==> config.mk <==
export PLATFORM = sky130hd
export DESIGN_NAME = axi_burst_len_planner_flat
export DESIGN_NICKNAME = d
export VERILOG_FILES = /design/src/rtl/axi_burst_len_planner_if.sv /design/src/rtl/axi_burst_len_planner.sv /design/src/flat_wrapper.sv
export SDC_FILE = /design/constraint.sdc
export NUM_CORES = 1
export LEC_CHECK = 0
export CORE_MARGIN = 2
export CORE_UTILIZATION = 65
export DETAILED_ROUTE_END_ITERATION = 8
export PLACE_DENSITY = 0.86
export SYNTH_ARGS = -nofsm -noshare
export SYNTH_HDL_FRONTEND = slang
export SYNTH_SLANG_ARGS = --single-unit
==> constraint.sdc <==
create_clock -name clock -period 16.45 [get_ports clock]
set_input_delay 4.1125 -clock clock [delete_from_list [all_inputs] [get_ports clock]]
set_output_delay 4.1125 -clock clock [all_outputs]
set_load 0.01 [all_outputs]
==> src/rtl/axi_burst_len_planner_if.sv <==
// axi_burst_len_planner_if: bundles the video-size inputs, the burst-command handshake and the status flags of the planner.
//   master modport : the planner (samples vactive/hactive/fsync/cmd_ready, drives cmd_*/busy/frame_done)
//   slave modport  : the AXI read master / frame controller on the other side
//   BURST_PLAN_ADDR_EN adds base_addr, line_stride (in) and cmd_addr (out), plus the ASIZE parameter.
interface axi_burst_len_planner_if #(
    parameter int LSIZE = 9
`ifdef BURST_PLAN_ADDR_EN
    ,
    parameter int ASIZE = 32
`endif
);
    logic [15:0]      vactive;
    logic [15:0]      hactive;
    logic             fsync;
    logic             cmd_valid;
    logic             cmd_ready;
    logic [LSIZE-1:0] cmd_len;
    logic             cmd_line_last;
    logic             cmd_frame_last;
    logic             busy;
    logic             frame_done;
`ifdef BURST_PLAN_ADDR_EN
    logic [ASIZE-1:0] base_addr;
    logic [ASIZE-1:0] line_stride;
    logic [ASIZE-1:0] cmd_addr;
`endif

    modport master (
        input  vactive, hactive, fsync, cmd_ready,
`ifdef BURST_PLAN_ADDR_EN
        input  base_addr, line_stride,
        output cmd_addr,
`endif
        output cmd_valid, cmd_len, cmd_line_last, cmd_frame_last, busy, frame_done
    );

    modport slave (
        output vactive, hactive, fsync, cmd_ready,
`ifdef BURST_PLAN_ADDR_EN
        output base_addr, line_stride,
        input  cmd_addr,
`endif
        input  cmd_valid, cmd_len, cmd_line_last, cmd_frame_last, busy, frame_done
    );
endinterface

==> src/rtl/axi_burst_len_planner.sv <==
// axi_burst_len_planner: turns the active video size into a stream of AXI burst-length commands with line/frame-last tags.
//   clock : system clock
//   rst_n : asynchronous active-low reset
//   bus   : axi_burst_len_planner_if.master (vactive/hactive/fsync in, cmd_valid/cmd_ready handshake,
//           cmd_len/cmd_line_last/cmd_frame_last, busy, frame_done)
//   Define BURST_PLAN_ADDR_EN to add per-command start addresses (base_addr, line_stride, cmd_addr).
module axi_burst_len_planner #(
    parameter int BURST_LEN = 200,
    parameter     MODE      = "ONCE",
    parameter int AXI_DSIZE = 256,
    parameter int DSIZE     = 24,
    parameter int LSIZE     = 9
`ifdef BURST_PLAN_ADDR_EN
    ,
    parameter int ASIZE     = 32
`endif
) (
    input logic                      clock,
    input logic                      rst_n,
    axi_burst_len_planner_if.master  bus
);
    localparam bit          LINE_M = (MODE == "LINE");
    localparam int          SH     = $clog2(AXI_DSIZE);
    localparam logic [31:0] BL32   = BURST_LEN;

    typedef enum logic [1:0] {IDLE, CALC, ISSUE, DONE} state_t;

    state_t           state_q;
    logic [1:0]       step_q;
    logic [15:0]      h_q, v_q, ph_q, pv_q, line_q, line_d;
    logic [47:0]      bits_q;
    logic [31:0]      beats_q, ncmd_q, burst_q, burst_d, rem;
    logic [LSIZE-1:0] last_len_q, len_q, len_d;
    logic             pend_q, valid_q, ll_q, fl_q, busy_q, done_q;
    logic             start, hs, restart, calc_go, empty, load, ll_d, fl_d;

    assign rem = beats_q % BL32;

    always_comb begin
        start   = bus.fsync && state_q != ISSUE;
        hs      = state_q == ISSUE && valid_q && bus.cmd_ready;
        // a pending or coincident fsync abandons the frame once the shown command is taken
        restart = hs && (bus.fsync || pend_q);
        calc_go = state_q == CALC && step_q == 2'd3 && !bus.fsync;
        empty   = beats_q == '0 || v_q == '0;
        load    = (calc_go && !empty) || (hs && !restart && !fl_q);
        burst_d = (state_q != ISSUE || ll_q) ? '0 : burst_q + 32'd1;
        line_d  = state_q != ISSUE ? '0 : ll_q ? line_q + 16'd1 : line_q;
        ll_d    = burst_d == ncmd_q - 32'd1;
        fl_d    = ll_d && (!LINE_M || line_d == v_q - 16'd1);
        len_d   = ll_d ? last_len_q : LSIZE'(BURST_LEN);
    end

    always_ff @(posedge clock or negedge rst_n) begin
        if (!rst_n) begin
            state_q    <= IDLE;
            step_q     <= '0;
            h_q        <= '0;
            v_q        <= '0;
            ph_q       <= '0;
            pv_q       <= '0;
            line_q     <= '0;
            bits_q     <= '0;
            beats_q    <= '0;
            ncmd_q     <= '0;
            burst_q    <= '0;
            last_len_q <= '0;
            len_q      <= '0;
            pend_q     <= 1'b0;
            valid_q    <= 1'b0;
            ll_q       <= 1'b0;
            fl_q       <= 1'b0;
            busy_q     <= 1'b0;
            done_q     <= 1'b0;
        end else begin
            // free-running pipeline; only read by the CALC decision three cycles after h_q/v_q load
            bits_q     <= LINE_M ? 48'(h_q) * 48'(DSIZE) : 48'(h_q) * 48'(v_q) * 48'(DSIZE);
            beats_q    <= 32'(bits_q >> SH) + {31'b0, |bits_q[SH-1:0]};
            ncmd_q     <= beats_q / BL32 + {31'b0, rem != '0};
            last_len_q <= rem != '0 ? LSIZE'(rem) : LSIZE'(BURST_LEN);
            done_q     <= 1'b0;
            step_q     <= step_q + 2'd1;
            if (state_q == DONE)
                state_q <= IDLE;
            if (bus.fsync && state_q == ISSUE) begin
                pend_q <= 1'b1;
                ph_q   <= bus.hactive;
                pv_q   <= bus.vactive;
            end
            if (calc_go) begin
                state_q <= empty ? DONE : ISSUE;
                busy_q  <= !empty;
                done_q  <= empty;
            end
            if (load) begin
                valid_q <= 1'b1;
                len_q   <= len_d;
                ll_q    <= ll_d;
                fl_q    <= fl_d;
                burst_q <= burst_d;
                line_q  <= line_d;
            end
            if (hs && fl_q)
                done_q <= 1'b1;
            if (hs && (fl_q || restart))
                valid_q <= 1'b0;
            if (hs && fl_q && !restart) begin
                state_q <= DONE;
                busy_q  <= 1'b0;
            end
            if (start || restart) begin
                state_q <= CALC;
                step_q  <= '0;
                busy_q  <= 1'b1;
                pend_q  <= 1'b0;
                h_q     <= bus.fsync ? bus.hactive : ph_q;
                v_q     <= bus.fsync ? bus.vactive : pv_q;
            end
        end
    end

    assign bus.cmd_valid      = valid_q;
    assign bus.cmd_len        = len_q;
    assign bus.cmd_line_last  = ll_q;
    assign bus.cmd_frame_last = fl_q;
    assign bus.busy           = busy_q;
    assign bus.frame_done     = done_q;

`ifdef BURST_PLAN_ADDR_EN
    localparam logic [ASIZE-1:0] ASTEP = ASIZE'(BURST_LEN * AXI_DSIZE / 8);

    logic [ASIZE-1:0] base_q, pbase_q, lbase_q, addr_q, lbase_d, addr_d;

    always_comb begin
        lbase_d = state_q != ISSUE ? base_q : ll_q ? lbase_q + bus.line_stride : lbase_q;
        addr_d  = (state_q != ISSUE || ll_q) ? lbase_d : addr_q + ASTEP;
    end

    always_ff @(posedge clock or negedge rst_n) begin
        if (!rst_n) begin
            base_q  <= '0;
            pbase_q <= '0;
            lbase_q <= '0;
            addr_q  <= '0;
        end else begin
            if (bus.fsync && state_q == ISSUE)
                pbase_q <= bus.base_addr;
            if (start || restart)
                base_q <= bus.fsync ? bus.base_addr : pbase_q;
            if (load) begin
                lbase_q <= lbase_d;
                addr_q  <= addr_d;
            end
        end
    end

    assign bus.cmd_addr = addr_q;
`endif
endmodule

==> src/flat_wrapper.sv <==
// flat-port wrapper written by rule: the top's interface ports become plain ports
module axi_burst_len_planner_flat 
#(
    parameter int BURST_LEN = 200,
    parameter     MODE      = "    ",
    parameter int AXI_DSIZE = 256,
    parameter int DSIZE     = 24,
    parameter int LSIZE     = 9

)
  (clock, rst_n, bus_vactive, bus_hactive, bus_fsync, bus_cmd_ready, bus_cmd_valid, bus_cmd_len, bus_cmd_line_last, bus_cmd_frame_last, bus_busy, bus_frame_done);
  axi_burst_len_planner_if #(.LSIZE(LSIZE)) bus_i ();
  input logic clock;
  input logic rst_n;
  input wire logic [$bits(bus_i.vactive)-1:0] bus_vactive;
  input wire logic [$bits(bus_i.hactive)-1:0] bus_hactive;
  input wire logic [$bits(bus_i.fsync)-1:0] bus_fsync;
  input wire logic [$bits(bus_i.cmd_ready)-1:0] bus_cmd_ready;
  output wire logic [$bits(bus_i.cmd_valid)-1:0] bus_cmd_valid;
  output wire logic [$bits(bus_i.cmd_len)-1:0] bus_cmd_len;
  output wire logic [$bits(bus_i.cmd_line_last)-1:0] bus_cmd_line_last;
  output wire logic [$bits(bus_i.cmd_frame_last)-1:0] bus_cmd_frame_last;
  output wire logic [$bits(bus_i.busy)-1:0] bus_busy;
  output wire logic [$bits(bus_i.frame_done)-1:0] bus_frame_done;
  assign bus_i.vactive = bus_vactive;
  assign bus_i.hactive = bus_hactive;
  assign bus_i.fsync = bus_fsync;
  assign bus_i.cmd_ready = bus_cmd_ready;
  assign bus_cmd_valid = bus_i.cmd_valid;
  assign bus_cmd_len = bus_i.cmd_len;
  assign bus_cmd_line_last = bus_i.cmd_line_last;
  assign bus_cmd_frame_last = bus_i.cmd_frame_last;
  assign bus_busy = bus_i.busy;
  assign bus_frame_done = bus_i.frame_done;
  axi_burst_len_planner #(.BURST_LEN(BURST_LEN), .MODE(MODE), .AXI_DSIZE(AXI_DSIZE), .DSIZE(DSIZE), .LSIZE(LSIZE)) u_core (.clock(clock), .rst_n(rst_n), .bus(bus_i));
endmodule
# After elaboration in Yosys (flattened, before gate mapping)
# Index checks and enable logic that the tools add are counted.
word_totals:
  reg_bits: 221
  out_inout_bits: 14
  word_cells: 83
classes:
  addsub: 5
  mul: 2
  n_div: 2
  eq_ne: 6
  mux: 20
  n_reduce_logical: 31
op_table:
  columns: ["operator", "count"]
  rows:
  - ["32-bit by 2-bit multiplier with 34-bit output, second input constant", 1]
  - ["32-bit by 1-bit adder with 32-bit output", 1]
  - ["32-bit by 1-bit adder with 32-bit output, second input constant", 1]
  - ["32-bit by 8-bit divider with 32-bit output, second input constant", 1]
  - ["32-bit equality test", 1]
  - ["32-bit zero test", 1]
  - ["32-bit by 8-bit remainder unit with 32-bit output, second input constant", 1]
  - ["16-bit by 16-bit multiplier with 32-bit output", 1]
  - ["16-bit 2-to-1 mux", 2]
  - ["32-bit 2-to-1 mux", 1]
  - ["32-bit nonzero test", 1]
  - ["32-bit by 1-bit subtractor with 32-bit output, second input constant", 1]
  - ["29-bit by 1-bit adder with 30-bit output", 1]
  - ["9-bit 2-to-1 mux", 2]
  - ["16-bit zero test", 1]
  - ["1-bit logical AND", 13]
  - ["1-bit 2-to-1 mux", 10]
  - ["2-bit 2-to-1 mux", 5]
  - ["2-bit equality test, second input constant", 3]
  - ["1-bit logical OR", 6]
  - ["5-bit OR reduction", 1]
  - ["1-bit zero test", 4]
  - ["2-bit nonzero test", 2]
  - ["4-bit nonzero test", 1]
  - ["4 further kinds", 4]

# Logic depth before layout (Yosys ltp)
# Gate-level depths: netlist (run 1).
depth:
  ltp_word: 10
  ltp_mapped: 66

# Worst setup path before layout (run 1)
# OpenSTA, ideal clock, no wires.
synth_path:
  kind: "register -> register"
  startpoint: "register u_core.beats_q[24]"
  endpoint: "register u_core.ncmd_q[22]"
  setup_ns: 0.110
  t_arrival_ns: 13.773
  required_time_ns: 16.340
  path_slack_ns: 2.567
  path_stages_with_launch: 58
  path_buffers: 2
  path_cell_list: "dfrtp_1 -> buf_2 -> nand3b_1 -> o221ai_2 -> a2bb2oi_4 -> xnor2_2 -> o211ai_2 -> o32ai_4 -> o21bai_2 -> a221o_1 -> a21oi_2 -> mux2i_1 -> nand2_1 -> o211ai_2 -> a21oi_1 -> o32ai_4 -> nand2_1 -> o211ai_2 -> [22 not listed] -> a2111oi_4 -> nor3_2 -> maj3_1 -> o21ai_1 -> a21o_1 -> buf_6 -> mux2i_1 -> o21ai_4 -> o2111a_1 -> nor3_2 -> or2_1 -> ha_1 -> ha_1 -> and2_1 -> nand2_1 -> or2_1 -> nand2b_1 -> o41ai_1"
synth_between:
  elab_chain_cells: 3
  elab_cells_between_ends: 4
  cone_classes: "add/sub: 1; div: 2; reduce/logical: 1"
synth_rtl:
  columns: ["element", "line_no", "text"]
  rows:
  - ["start, declared", "axi_burst_len_planner.sv:32", "logic [31:0] beats_q, ncmd_q, burst_q, burst_d, rem;"]
  - ["start signal, assigned", "axi_burst_len_planner.sv:78", "beats_q <= 32'(bits_q >> SH) + {31'b0, |bits_q[SH-1:0]};"]
  - ["32-bit by 8-bit remainder unit with 32-bit output", "axi_burst_len_planner.sv:37", "assign rem = beats_q % BL32;"]
  - ["32-bit nonzero test", "axi_burst_len_planner.sv:79", "ncmd_q <= beats_q / BL32 + {31'b0, rem != '0};"]
  - ["32-bit by 1-bit adder with 32-bit output *", "axi_burst_len_planner.sv:79", null]
  - ["end signal, assigned", "axi_burst_len_planner.sv:79", null]
  - ["end, declared", "axi_burst_len_planner.sv:32", null]
# Every way passes the cells marked *; elsewhere a longest branch is shown, timed or not.
# A chain may end at the register's enable or synchronous reset.

# Final worst setup path (run 1)
layout_path:
  startpoint: "register u_core.beats_q[26]"
  endpoint: "register u_core.ncmd_q[22]"
# Same word-level chain as after synthesis.

==> impl_table.tex, run 1 <==
\begin{tabular}{lr}
\hline
Metric & Value \\
\hline
\multicolumn{2}{l}{\textbf{Yosys}} \\
\quad Instance count of the mapped netlist & approximately 2800 \\
\quad Yosys warns & 0 \\
\quad EDFF count, synth & 0 \\
\quad Flip-flop and latch count after synthesis & $\sim$210 \\
\quad Post-synthesis sequential area ratio & 21.24\% \\
\quad Dominant register cell in the synthesized netlist & dfrtp\_1 \\
\quad Fraction of registers with async set/reset & 100.0\% \\
\quad Unique cell type count in the Yosys netlist & 140 \\
\quad Average size of a mapped cell & 8.746 um\^{}2 \\
\quad Cell area after technology mapping & between 20000 and 25000 um\^{}2 \\
\multicolumn{2}{l}{\textbf{Clocking}} \\
\quad Root buffer cell & clkbuf\_16 \\
\quad Maximum level of the CTS H-tree & 1 \\
\quad Clock slew at reported path FFs & 0.06 ns \\
\quad Clock tree sinks & approximately 210 \\
\quad Hold\_buf cts & 0 \\
\quad Max clock buf depth & 3 \\
\quad Num CTS Buffers & 24 \\
\quad Insertion delay of the later-clocked pin in the worst-skew pair & about 0.54 ns \\
\quad TritonCTS clock tree & yes \\
\multicolumn{2}{l}{\textbf{Floorplan}} \\
\quad Die area & approximately 40000 um\^{}2 \\
\quad Area of the placeable core & 37670 um\^{}2 \\
\quad FP Rows & 71 \\
\quad Effective utilization at floorplan & 66.01\% \\
\quad Vertical extent of the die & approximately 200 um \\
\quad Die X & 199.6 um \\
\quad IO Count & 50 \\
\multicolumn{2}{l}{\textbf{Placed design}} \\
\quad Buffers added on ports & 49 \\
\quad Dpl cell area & between 20000 and 30000 um\^{}2 \\
\quad Placer's final routability congestion estimate & between 0.9 and 1 \\
\quad Estimated wirelength of the detail-placed design & between 40000 and 50000 um \\
\multicolumn{2}{l}{\textbf{Critical path}} \\
\quad Crit path buf inv count & 3 \\
\quad Register-to-register path setup slack & roughly 0.48 ns \\
\quad Cell type group with the largest total delay on the critical path & compound AO/OA/AOI/OAI gates \\
\quad Crit path depth & just under 60 \\
\quad Endpoint arrival time on the critical path & between 15 and 20 ns \\
\quad Required time of the critical path & about 17 ns \\
\quad Start-to-end type of the worst setup path & flip-flop to flip-flop \\
\quad Reg-to-reg critical path endpoint & u\_core.ncmd\_q[22] \\
\quad Highest-delay cell along the critical path & dfrtp\_4 \\
\quad First element of the critical path & u\_core.beats\_q[26] \\
\quad Most Frequent Cell on Critical Path & or2\_1 \\
\quad Path depth of the worst reg2reg path & 59 \\
\quad Type of destination of the critical path & flip-flop \\
\quad Critical R2R Launch & u\_core.beats\_q[26] \\
\quad Nature of the critical path startpoint & flip-flop \\
\quad Maximum cell stage delay along the critical path & between 0.5 and 0.6 ns \\
\quad Biggest fanout along the worst timing path & 21 \\
\multicolumn{2}{l}{\textbf{Pwr}} \\
\quad Total power consumption of the routed design & around 1100 uW \\
\quad Sw Pwr & about 240 uW \\
\quad Reg power frac & between 40\% and 50\% \\
\quad Worst IR Drop VDD & $\sim$0.088 mV \\
\quad Power density normalized to cell area & $\sim$40 nW/um\^{}2 \\
\quad Total internal power & between 800 and 900 uW \\
\quad Combinational cell fraction of total power & under 10\% \\
\quad Proportion of total power due to net switching & between 20 and 25\% \\
\quad Leakage component of the power & 0.01250 uW \\
\quad Part of the total power dissipated in the clock network & between 40\% and 50\% \\
\multicolumn{2}{l}{\textbf{Drt}} \\
\quad Vias/cell & about 6.4 \\
\quad Number of remaining DRC errors & 0 \\
\quad Iter 0 DRT Violations & between 1500 and 2000 \\
\quad Detail-routed net length per standard cell & 18.80 um \\
\quad Vias after detailed routing & 21450 \\
\quad Wire length after detailed routing & around 63000 um \\
\quad Post-route antenna net violation count & 0 \\
\quad Total iterations of the first detailed-routing run & 6 \\
\multicolumn{2}{l}{\textbf{STA}} \\
\quad Total Neg Setup Slack & 0 ns \\
\quad Count of endpoints failing hold in the final timing report & 0 \\
\quad Fmax & 62.64 MHz \\
\quad Part of the cycle the worst path needs & between 90\% and 100\% \\
\quad Final critical path time including I/O delays and setup & $\sim$16 ns \\
\quad Final worst clock skew & just over 0.01 ns \\
\quad Max-slew violation total from the final report & 0 \\
\quad Final Hold Slack & 0.3905 ns \\
\quad Worst-case headroom to the max-slew limit & between 30\% and 40\% \\
\quad Final setup violation count & 0 \\
\quad Pin slew with the least headroom to its limit & between 0.9 and 1 ns \\
\multicolumn{2}{l}{\textbf{Hold path}} \\
\quad Hold path cells & 0 \\
\quad Worst hold path endpoint & u\_core.last\_len\_q[2] \\
\quad Launch instance of the worst min-delay path & u\_core.beats\_q[2] \\
\quad Type of the most critical hold path & flip-flop to flip-flop \\
\multicolumn{2}{l}{\textbf{Final layout}} \\
\quad Ratio of cells with drive above 1 in the final layout & a little under an eighth \\
\quad Final instance area & about 27000 um\^{}2 \\
\quad Layout overhead on the synthesized area & 9.435\% \\
\quad Antenna Cells & 0 \\
\quad Count of nets after finishing & $\sim$3200 \\
\quad Commonest cells after routing, fill and taps aside & nand2\_1 (336), inv\_1 (304), dfrtp\_1 (204) \\
\quad Commonest non-fill, non-tap cell in the layout & nand2\_1 \\
\quad Core Util, Final & 72.24\% \\
\multicolumn{2}{l}{\textbf{Job}} \\
\quad Maximum Capacitance Violations & 0 \\
\multicolumn{2}{l}{\textbf{Global routing}} \\
\quad Overall track demand over capacity in global routing & between 30\% and 40\% \\
\quad Pin count of the biggest net entering global routing & 96 \\
\quad Wire length of the first global-routing pass & roughly 100000 um \\
\quad Overflow after GRT & 0 \\
\quad Number of global-route vias before repair & 21840 \\
\quad Antenna violations before repair & 0 \\
\multicolumn{2}{l}{\textbf{Status}} \\
\quad Status & completed \\
\hline
\end{tabular}
worst max path at each step:
| stage | slack [ns] | end |
|---|---|---|
| floorplan | 2.57 | u_core.ncmd_q[22] |
| global placement | 0.38 | u_core.ncmd_q[22] |
| detailed placement | 0.10 | u_core.ncmd_q[22] |
| CTS | 0.03 | u_core.ncmd_q[22] |
| global route | -0.34 | u_core.ncmd_q[22] |
| finish | 0.48 | u_core.ncmd_q[22] |
Yosys cell counts, drive strengths merged, types with 25 or more instances:
| cell | instances | area (um^2) |
|---|---|---|
| nor3 | 66 | 355.3 |
| mux2i | 41 | 414.1 |
| fa | 195 | 3904 |
| dfrtp | 211 | 5280 |
| o21ai | 180 | 934.6 |
| o31ai | 25 | 221.5 |
| nor2 | 157 | 606.8 |
| inv | 305 | 1145 |
| and3 | 35 | 219.0 |
| ha | 144 | 1802 |
| nand3 | 61 | 322.8 |
| nand2 | 340 | 1289 |
| buf | 31 | 166.4 |
| xnor2 | 125 | 1110 |
| mux2 | 40 | 461.7 |
| a211oi | 29 | 265.3 |
| nand4 | 32 | 200.2 |
| xor2 | 61 | 541.8 |
| and2 | 109 | 684.4 |
| o211ai | 40 | 370.4 |
| a21oi | 123 | 649.4 |
| clkbuf | 98 | 367.9 |
routing by layer:
layer	share of wire, %	track usage [%]	vias up
li1	-	-	9877
met1	39	38.98	10440
met2	51	56.17	918
met3	6.2	3.747	217
met4	3.9	13.36	0
met5	0	0	-
flip-flops by register name (all words and copies together), names as in the netlist:
register,count
u_core.bus.busy,1
u_core.bus.cmd_line_last,1
u_core.state_q,2
u_core.v_q,16
u_core.step_q,2
u_core.ph_q,16
u_core.bits_q,34
u_core.bus.cmd_valid,1
u_core.last_len_q,9
u_core.pend_q,1
u_core.h_q,16
u_core.ncmd_q,24
u_core.beats_q,30
u_core.pv_q,16
u_core.bus.cmd_len,9
u_core.burst_q,32
u_core.bus.frame_done,1
metrics by stage:
stage               cells  setup WS (ns)
global route         3369        -0.3414
global placement     3293         0.3827
detailed placement   3293         0.1037
finish               3369         0.4847
floorplan            2844          2.567
CTS                  3335        0.02948
what timing repair did:
item / CTS / global route
setup endpoints to repair: 0 / 23
setup buffers: 0 / 32
resized for setup: 0 / 105
power by group through the flow:
stage                     combinational, uW  sequential, uW  clock [uW]
after floorplan                        17.5             539           0
after global placement                 39.6             540           0
after detailed placement               41.5             541           0
after CTS                              42.2             532         546
after global routing                   45.9             532         566
final                                  41.5             532         538
cell families after synthesis:
| kind of cell | Yosys count | share of synthesized area (%) |
|---|---|---|
| DFF | 211 | 21.24 |
| xor gates and xnor gates | 186 | 6.642 |
| other | 1 | 0.01508 |
| adders and majority gates | 344 | 23.16 |
| AOI/OAI and AO/OA | 673 | 20.62 |
| and+or+nand+nor | 911 | 18.02 |
| buffers and inverters | 436 | 6.783 |
| muxes | 81 | 3.523 |
final cells by class:
type | instances | area [um^2]
clock inverter | 7 | 77.57
clock buffer | 35 | 723.2
sequential | 211 | 5296
inverter | 307 | 1152
multi-input combinational | 2199 | 18460
timing repair buffer | 99 | 865.8
fill | 2664 | 10460
tap | 511 | 639.4
Note: power is estimated with default switching activity, not from simulation.
==> inputs of run 2 (changes only) <==
- PLACE_DENSITY: 0.86 -> 0.89
- SLEW_MARGIN: not set -> 20
- clock period: 16.45 -> 17.5 ns (I/O delays scaled with it)
==> impl_table.tex, run 2 (same netlist as run 1, synthesis figures left out) <==
\begin{tabular}{lr}
\hline
Metric & Value \\
\hline
\multicolumn{2}{l}{\textbf{Drt}} \\
\quad Met2 WL post-DR & roughly 32000 um \\
\quad Iter 0 DRT Violations & between 1000 and 1500 \\
\quad Detail-routed net length per standard cell & $\sim$19 um \\
\quad Wire length on met3 & 4539 um \\
\quad Vias after detailed routing & 21670 \\
\quad Number of remaining DRC errors & 0 \\
\quad Wire length on met1 & 24720 um \\
\quad Total iterations of the first detailed-routing run & 8 \\
\quad Wire length after detailed routing & around 64000 um \\
\quad Vias/cell & approximately 6.5 \\
\quad Top layer in use & met4 \\
\quad Post-route antenna net violation count & 0 \\
\multicolumn{2}{l}{\textbf{Critical path}} \\
\quad Endpoint arrival time on the critical path & roughly 17 ns \\
\quad Reg-to-reg critical path endpoint & u\_core.ncmd\_q[22] \\
\quad Register-to-register path setup slack & about 0.84 ns \\
\quad Biggest fanout along the worst timing path & 18 \\
\quad Crit path buf inv count & 1 \\
\quad Most Frequent Cell on Critical Path & o211ai\_2 \\
\quad Cell type group with the largest total delay on the critical path & compound AO/OA/AOI/OAI gates \\
\quad Nature of the critical path startpoint & flip-flop \\
\quad Highest-delay cell along the critical path & dfrtp\_2 \\
\quad Start-to-end type of the worst setup path & flip-flop to flip-flop \\
\quad Type of destination of the critical path & flip-flop \\
\quad Path depth of the worst reg2reg path & 57 \\
\quad Crit path depth & 57 \\
\quad Required time of the critical path & approximately 18 ns \\
\quad Maximum cell stage delay along the critical path & 0.55 ns \\
\quad Critical R2R Launch & u\_core.beats\_q[24] \\
\multicolumn{2}{l}{\textbf{Floorplan}} \\
\quad Effective utilization at floorplan & roughly 66\% \\
\quad IO Count & 50 \\
\quad Die X & 199.6 um \\
\quad Area of the placeable core & $\sim$38000 um\^{}2 \\
\quad Vertical extent of the die & about 200 um \\
\quad Die area & approximately 40000 um\^{}2 \\
\quad FP Rows & 71 \\
\multicolumn{2}{l}{\textbf{Final layout}} \\
\quad Finished Layout Cells & $\sim$3300 \\
\quad Ratio of cells with drive above 1 in the final layout & under 10\% \\
\quad Largest registers & u\_core.bits\_q (34), u\_core.burst\_q (32), u\_core.beats\_q (30) \\
\quad Number of flip-flops in the largest register & 34 \\
\quad Commonest cells after routing, fill and taps aside & nand2\_1 (337), inv\_1 (304), dfrtp\_1 (203) \\
\quad Count of nets after finishing & between 3000 and 4000 \\
\quad Number of filler instances in the final layout & between 2000 and 3000 \\
\quad Antenna Cells & 0 \\
\quad Commonest non-fill, non-tap cell in the layout & nand2\_1 \\
\quad Largest register by flop count & u\_core.bits\_q \\
\quad Layout overhead on the synthesized area & 6.753\% \\
\quad Core Util, Final & 70.47\% \\
\multicolumn{2}{l}{\textbf{Hold path}} \\
\quad Hold path cells & 0 \\
\quad Launch instance of the worst min-delay path & u\_core.beats\_q[2] \\
\quad Worst hold path endpoint & u\_core.last\_len\_q[2] \\
\quad Type of the most critical hold path & flip-flop to flip-flop \\
\multicolumn{2}{l}{\textbf{Clocking}} \\
\quad Clock slew at reported path FFs & approximately 0.060 ns \\
\quad Max clock buf depth & 3 \\
\quad Clock tree sinks & approximately 210 \\
\quad Root buffer cell & clkbuf\_16 \\
\quad Insertion delay of the later-clocked pin in the worst-skew pair & about 0.55 ns \\
\quad Num CTS Buffers & 24 \\
\quad TritonCTS clock tree & yes \\
\quad Maximum level of the CTS H-tree & 1 \\
\multicolumn{2}{l}{\textbf{Job}} \\
\quad Maximum Capacitance Violations & 0 \\
\multicolumn{2}{l}{\textbf{Placed design}} \\
\quad Placer's final routability congestion estimate & between 0.9 and 1 \\
\quad Estimated wirelength of the detail-placed design & around 48000 um \\
\quad Buffers added on ports & 49 \\
\quad Post-Place Cells & roughly 3300 \\
\multicolumn{2}{l}{\textbf{Status}} \\
\quad Status & completed \\
\multicolumn{2}{l}{\textbf{STA}} \\
\quad Final worst clock skew & 0.01684 ns \\
\quad Worst-case headroom to the max-slew limit & between 20\% and 30\% \\
\quad Final setup violation count & 0 \\
\quad Count of endpoints failing hold in the final timing report & 0 \\
\quad Pin slew with the least headroom to its limit & 1.065 ns \\
\quad Final critical path time including I/O delays and setup & around 17 ns \\
\quad Fmax & 60.03 MHz \\
\quad Part of the cycle the worst path needs & 95.18\% \\
\quad Total Neg Setup Slack & 0 ns \\
\quad Max-slew violation total from the final report & 0 \\
\multicolumn{2}{l}{\textbf{Global routing}} \\
\quad Overall track demand over capacity in global routing & between 30\% and 40\% \\
\quad Pin count of the biggest net entering global routing & 83 \\
\quad Wire length of the first global-routing pass & 105300 um \\
\quad Antenna violations before repair & 0 \\
\quad Overflow after GRT & 0 \\
\quad Number of global-route vias before repair & between 20000 and 25000 \\
\multicolumn{2}{l}{\textbf{Pwr}} \\
\quad Power density normalized to cell area & roughly 39 nW/um\^{}2 \\
\quad Leakage component of the power & 0.01228 uW \\
\quad Worst IR Drop VDD & 0.08572 mV \\
\quad Total power consumption of the routed design & 1033 uW \\
\hline
\end{tabular}
-- run 2: cell types whose count changed in the layout (fill, tap and decap cells not counted), moves of 4 or more --
cell     previous run  this run
buf_4              50        17
nor3_1             54        58
a21oi_2            14         9
dfrtp_2             4         8
a21oi_1           104       112
-- run 2: per-layer routing --
| metal | track usage, % | vias up |
|---|---|---|
| li1 | - | 9809 |
| met1 | 39.03 | 10570 |
| met3 | 4.793 | 270 |
| met2 | 57.28 | 1020 |
| met5 | 0 | - |
| met4 | 14.49 | 0 |
-- run 2: worst register-to-register path, delay by kind of cell, from the launching register on --
| family | cells | cell delay [ns] |
|---|---|---|
| flip-flops | 1 | 0.55 |
| buffers and inverters | 1 | 0.23 |
| AND/OR/NAND/NOR | 13 | 3.46 |
| adder cells (fa/ha/maj) | 2 | 0.37 |
| AO/OA/AOI/OAI | 37 | 10.59 |
| multiplexers | 3 | 1.12 |
| XOR/XNOR | 1 | 0.21 |
-- run 2: final cells by class --
class / count / area [um^2] / share of cell area (%)
inverters: 307 / 1152 / 4.341
repair buffers: 67 / 629.4 / 2.371
clock inverters: 10 / 100.1 / 0.3771
flip-flops and latches: 211 / 5290 / 19.93
clock buffers: 32 / 660.6 / 2.489
well taps: 511 / 639.4 / 2.409
multi-input cells: 2197 / 18070 / 68.08
-- run 2: timing repair --
item,4_1_cts,5_1_grt
setup buffers,0,7
gates resized for setup,0,38
hold buffers,0,0
endpoints found under the setup margin,0,18
-- run 2: worst max path at each step --
stage	from	to
after global placement	u_core.beats_q[26]	u_core.ncmd_q[22]
after detailed placement	u_core.beats_q[26]	u_core.ncmd_q[22]
final	u_core.beats_q[24]	u_core.ncmd_q[22]
after CTS	u_core.beats_q[26]	u_core.ncmd_q[22]
after floorplan	u_core.beats_q[24]	u_core.ncmd_q[22]
after global routing	u_core.beats_q[24]	u_core.ncmd_q[22]
-- run 2: through the flow --
step                      hold WS [ns]  cell area, um^2  setup slack [ns]
after floorplan                 0.4091            24870             3.617
after global placement          0.3952            25570             1.321
after detailed placement        0.3893            25570            0.6545
after CTS                       0.3985            26330            0.5859
after global routing            0.4199            26540          -0.04239
final                           0.4044            26540            0.8426
-- run 2: power by group --
group          leakage [uW]  switching, uW  internal, uW
Sequential          0.00283           4.43           496
Combinational       0.00908           20.7          18.5
Clock              0.000372            213           281
Total                0.0123            239           795
